$ cat src/rtl/wbuf_pkg.sv
// rtl/wbuf_pkg.sv - shared entry type and word-match helper for the dmem write buffer
package wbuf_pkg;

    localparam int unsigned ADDR_W = 32;
    localparam int unsigned DATA_W = 32;

    typedef struct packed {
        logic [ADDR_W-1:0] addr;
        logic [DATA_W-1:0] data;
    } wbuf_entry_t;

    // Word granularity: callers pass address bits [31:2] only.
    function automatic logic word_match(input logic [ADDR_W-3:0] a, input logic [ADDR_W-3:0] b);
        return a == b;
    endfunction

endpackage

$ cat src/rtl/wbuf_fifo.sv
// rtl/wbuf_fifo.sv - in-order store FIFO: storage, head/tail pointers, occupancy count
import wbuf_pkg::*;

module wbuf_fifo #(
    parameter int DEPTH = 4,
    parameter int PW    = $clog2(DEPTH),
    parameter int CW    = $clog2(DEPTH + 1)
) (
    input  logic                      clk,
    input  logic                      reset,
    input  logic                      push,
    input  wbuf_entry_t               push_entry,
    input  logic                      pop,
    output wbuf_entry_t [DEPTH-1:0]   entries,
    output logic        [PW-1:0]      head,
    output logic        [CW-1:0]      count,
    output logic                      full,
    output logic                      empty
);

    wbuf_entry_t [DEPTH-1:0] store_q;
    logic        [PW-1:0]    tail;
    logic                    do_push;
    logic                    do_pop;

    assign full    = (count == CW'(DEPTH));
    assign empty   = (count == '0);
    assign do_pop  = pop && !empty;
    assign do_push = push && (!full || do_pop);
    assign entries = store_q;

    // Pointers are PW bits wide, so DEPTH being a power of two gives the wrap for free.
    always_ff @(posedge clk or posedge reset) begin
        if (reset) begin
            head  <= '0;
            tail  <= '0;
            count <= '0;
        end else begin
            if (do_push) begin
                tail <= tail + 1'b1;
            end
            if (do_pop) begin
                head <= head + 1'b1;
            end
            count <= count + CW'(do_push) - CW'(do_pop);
        end
    end

    always_ff @(posedge clk) begin
        if (do_push) begin
            store_q[tail] <= push_entry;
        end
    end

endmodule

$ cat src/rtl/dmem_write_buffer.sv
// rtl/dmem_write_buffer.sv - store buffer between core and dmem; WB_FORWARD_EN enables load forwarding
import wbuf_pkg::*;

module dmem_write_buffer #(
    parameter int DEPTH = 4
) (
    input  logic        clk,
    input  logic        reset,
    input  logic        cpu_write,
    input  logic        cpu_read,
    input  logic [31:0] cpu_addr,
    input  logic [31:0] cpu_write_data,
    output logic [31:0] cpu_read_data,
    output logic        stall,
    output logic [31:0] mem_addr,
    output logic        mem_write_en,
    output logic [31:0] mem_write_data,
    input  logic [31:0] mem_read_data,
    input  logic        mem_ready
);

    localparam int PW = $clog2(DEPTH);
    localparam int CW = $clog2(DEPTH + 1);

    wbuf_entry_t [DEPTH-1:0] entries;
    wbuf_entry_t             head_entry;
    wbuf_entry_t             push_entry;
    logic        [PW-1:0]    head;
    logic        [CW-1:0]    count;
    logic                    full;
    logic                    empty;

    logic                    ld_hit;
    logic                    ld_stall;
    logic                    load_now;
    logic                    drain;
    logic                    store;
    logic                    push;
    logic                    pop;
    logic                    wr_stall;
    logic        [PW-1:0]    slot;
`ifdef WB_FORWARD_EN
    logic        [31:0]      fwd_data;
`endif

    assign head_entry = entries[head];
    assign push_entry = '{addr: cpu_addr, data: cpu_write_data};

    // Walk pending entries oldest to youngest so the last hit is the youngest store.
    always_comb begin
        ld_hit   = 1'b0;
        slot     = '0;
`ifdef WB_FORWARD_EN
        fwd_data = '0;
`endif
        for (int i = 0; i < DEPTH; i++) begin
            slot = head + PW'(i);
            if (i < int'(count) && word_match(entries[slot].addr[31:2], cpu_addr[31:2])) begin
                ld_hit   = 1'b1;
`ifdef WB_FORWARD_EN
                fwd_data = entries[slot].data;
`endif
            end
        end
    end

    always_comb begin
`ifdef WB_FORWARD_EN
        ld_stall = 1'b0;
`else
        ld_stall = cpu_read && ld_hit;
`endif
        // A blocked load gives up its memory slot so the matching stores can drain.
        load_now = cpu_read && !ld_stall;
        drain    = !empty && !load_now;
        pop      = drain && mem_ready;
        store    = cpu_write && !cpu_read;
        push     = store && (!full || pop);
        wr_stall = store && full && !pop;
    end

    always_comb begin
        mem_write_en   = drain && !reset;
        mem_addr       = drain ? head_entry.addr : cpu_addr;
        mem_write_data = head_entry.data;
        stall          = !reset && (wr_stall || ld_stall);
`ifdef WB_FORWARD_EN
        cpu_read_data  = (ld_hit && !reset) ? fwd_data : mem_read_data;
`else
        cpu_read_data  = mem_read_data;
`endif
    end

    wbuf_fifo #(
        .DEPTH (DEPTH)
    ) u_fifo (
        .clk        (clk),
        .reset      (reset),
        .push       (push),
        .push_entry (push_entry),
        .pop        (pop),
        .entries    (entries),
        .head       (head),
        .count      (count),
        .full       (full),
        .empty      (empty)
    );

endmodule

$ cat config.mk
export PLATFORM = sky130hd
export DESIGN_NAME = dmem_write_buffer
export DESIGN_NICKNAME = d
export VERILOG_FILES = /design/src/rtl/wbuf_pkg.sv /design/src/rtl/wbuf_fifo.sv /design/src/rtl/dmem_write_buffer.sv
export SDC_FILE = /design/constraint.sdc
export NUM_CORES = 1
export LEC_CHECK = 0
export BUFFER_PORTS_ARGS = -buffer_cell sky130_fd_sc_hd__buf_4
export CORE_MARGIN = 2
export CORE_UTILIZATION = 45
export DETAILED_ROUTE_END_ITERATION = 16
export HOLD_SLACK_MARGIN = 0.06
export MAX_ROUTING_LAYER = met4
export SLEW_MARGIN = 40
export SYNTH_ARGS = -nofsm -noshare
export SYNTH_HDL_FRONTEND = slang
export SYNTH_SLANG_ARGS = --single-unit
$ cat constraint.sdc
create_clock -name clk -period 5.17 [get_ports clk]
set_input_delay 0.2585 -clock clk [delete_from_list [all_inputs] [get_ports clk]]
set_output_delay 0.2585 -clock clk [all_outputs]
set_load 0.005 [all_outputs]
==> flow_summary.ini <==
[run_status]
outcome = complete, no violations

[final_layout]
nFillCells = 2610
finalNetCount = 1221
multi_input_area_mm2 = 0.00593
stdcell_area_mm2 = 0.0172
area_growth_pct = 17.9
seq_area_mm2 = 0.00787
drive_above_1_share = 0.304
fin_util = 0.542

[worst_setup_path]
worstSetupPathType = reg -> out
setup.worst_path.start_class = register
cp-end-kind = primary output
arrival_ns = 4.55
cp.required_ns = 4.91
worst-path-max-fanout = 35

[sta]
hold_viol = 0
slew-limit-headroom = 0.466
post-route-period-util = 0.929
clock_skew_ns = 0.00799
setup_tns_ns = 0
max_freq_mhz = 208
fin_crit_ns = 4.80
slew_viol_final = 0
setup_viol = 0
rsz0062_at_grt = no
worst_pin_slew_ns = 0.801

[global_route]
gr-total-overflow = 0
grt_pass1_wl_um = 58400
grt.total_usage = 0.239
antenna_found_initial = 1
grt_pass1_vias = 9244
grt_max_degree = 48

[routing]
remaining_drc_errors = 0
routed_wl_um = 38800
vias = 9129
drt_iter0_markers = 842
antenna_left = 0
routedWlPerCell_um = 25.3
dr.pass1.iters = 8
vias_per_cell = 5.95

[yosys]
syn-num-nets = 1073
ys.flop_type = edfxtp_1
avgSynthCellArea_um2 = 15.1
async_reset_ff_frac = 0.0266
synth_warnings = 0
synth_area_mm2 = 0.0146
ys_seq_area_frac = 0.539
syn_inst = 963
ys_seq_elements = 263
synth_edf_count = 256
synth_cell_types = 71

[pwr]
switching_share = 0.347
p_int_mw = 5.62
p_seq_frac = 0.323
power.density_mw_per_mm2 = 501
p_leak_nw = 6.45
switchingPower_mw = 2.99
combPwrFrac = 0.447
peakVddDrop_mv = 0.299
pwr-share-clk = 0.230

[floorplan]
die_area_mm2 = 0.0338
initial_core_util = 0.460
io_pins = 199
fp.dieW_um = 184
row_count = 65
die_height_um = 184
core_mm2 = 0.0317

[cts]
htree_num_levels = 1
clock-sinks = 263
cts_buffer_depth = 3
cts_tree = built
cts-root-buf = clkbuf_16
clk_latency_ns = 0.54
post_cts_resize_count = 0
cts_made_buffers = 28
clk_pin_slew_worst_paths_ns = 0.06

[flow_run]
max_cap_viol_count = 0

[min_path]
hp-class = in -> reg

[placement]
dp_hpwl_um = 26600
post_dp_cell_area_mm2 = 0.0157
place.gp.congestion = 0.948
port_buffers = 134
-- metrics by stage --
| stage | hold slack, ns | instances | power (mW) | setup WS, ns |
|---|---|---|---|---|
| after floorplan | 0.0619 | 963 | 5.44 | 1.53 |
| after global placement | 0.254 | 1420 | 6.63 | 0.770 |
| after global routing | 0.0634 | 1533 | 9.03 | 0.158 |
| final | 0.0989 | 1533 | 8.61 | 0.365 |
| after detailed placement | 0.249 | 1421 | 6.63 | 0.817 |
| after CTS | 0.0619 | 1531 | 8.66 | 0.369 |
-- kinds of logic after synthesis --
| logic type | share of synthesized area |
|---|---|
| XOR/XNOR | 0.0529 |
| multiplexers | 0.244 |
| adder cells (fa/ha/maj) | 0.00824 |
| buffers and inverters | 0.0550 |
| AO/OA/AOI/OAI | 0.0620 |
| flip-flops | 0.539 |
| AND/OR/NAND/NOR | 0.0380 |
-- sequential cells by signal, summed over array words and instances, names as in the netlist --
name / count
u_fifo.entries: 256
u_fifo.count: 3
u_fifo.head: 2
u_fifo.tail: 2
-- cells in the final DEF, fill, tap and decap left out, types with 9 or more instances in the layout --
| master | instances |
|---|---|
| mux2i_1 | 126 |
| mux4_2 | 69 |
| nor2_1 | 17 |
| nand3_1 | 9 |
| inv_1 | 23 |
| nor4_1 | 9 |
| a21oi_1 | 24 |
| nand4_1 | 15 |
| mux2_2 | 28 |
| edfxtp_1 | 256 |
| xor2_1 | 24 |
| buf_4 | 154 |
| dlygate4sd3_1 | 62 |
| a211oi_1 | 13 |
| xnor2_1 | 64 |
| o21ai_0 | 14 |
| o22ai_1 | 11 |
| mux2_4 | 27 |
| clkbuf_16 | 29 |
| a22oi_1 | 11 |
| nand2_1 | 19 |
-- synthesized netlist by cell type (12+ instances only) --
cell type	n	share of area
xnor2_1	64	0.038
clkbuf_1	28	0.0072
mux2_2	28	0.022
mux4_2	69	0.11
buf_2	12	0.0041
buf_6	12	0.0093
nand2_1	19	0.0049
nor2_1	17	0.0044
o21ai_0	14	0.0048
a21oi_1	24	0.0082
inv_1	23	0.0059
mux2i_1	126	0.087
edfxtp_1	256	0.53
nand4_1	15	0.0064
mux2_4	27	0.028
a211oi_1	13	0.0067
xor2_1	24	0.014
buf_4	43	0.022
-- worst paths after layout --
check,from,endpoint,slack [ns],cells past startpoint
worst min register to register,u_fifo.tail[1],u_fifo.tail[1],0.63,2
worst min-delay path,cpu_addr[3],u_fifo.entries[35],0.1,1
worst max register to register,u_fifo.head[0],u_fifo.count[2],0.78,15
worst max-delay path,u_fifo.head[0],mem_addr[11],0.37,11
min in group asynchronous,reset,u_fifo.tail[1],0.24,3
max in group asynchronous,reset,u_fifo.head[0],4.67,3
-- area by class of cell --
type | count | share of cell area
Antenna cell | 1 | 0.000146
Clock buffer | 32 | 0.0429
Clock inverter | 17 | 0.00961
Inverter | 24 | 0.00524
Multi-Input combinational cell | 572 | 0.345
Sequential cell | 263 | 0.458
Tap cell | 402 | 0.0293
Timing Repair Buffer | 222 | 0.110
-- per-layer routing --
layer,global-route usage,routed length [um],vias to the layer above
li1,-,-,4082
met1,0.321,16900,4621
met2,0.380,18500,355
met3,0.0321,2300,71
met4,0.0723,1100,0
met5,-,0,-
-- worst max-delay path: stages (launching register included) --
cell,delay [ns]
dfrtp_4,0.80
buf_12,0.26
mux4_2,0.56
xnor2_1,0.30
nand4_1,0.14
nor4_1,0.36
nand4_1,0.25
o22ai_4,0.31
o41ai_4,0.09
buf_4,0.37
mux2_4,0.39
buf_4,0.14
-- power by group through the flow --
stage,Clock (mW),Sequential (mW),Combinational [mW]
after floorplan,0,2.72,2.72
after global placement,0,2.82,3.81
after detailed placement,0,2.83,3.80
after CTS,2.02,2.78,3.86
after global routing,2.11,2.81,4.10
final,1.98,2.78,3.85
-- what timing repair did --
| action | 4_1_cts | 5_1_grt |
|---|---|---|
| hold buffers | 61 | 1 |
| buffers inserted | 0 | 0 |
| hold endpoints to repair | 244 | 4 |
No activity file was read; power rests on OpenSTA's default activity.
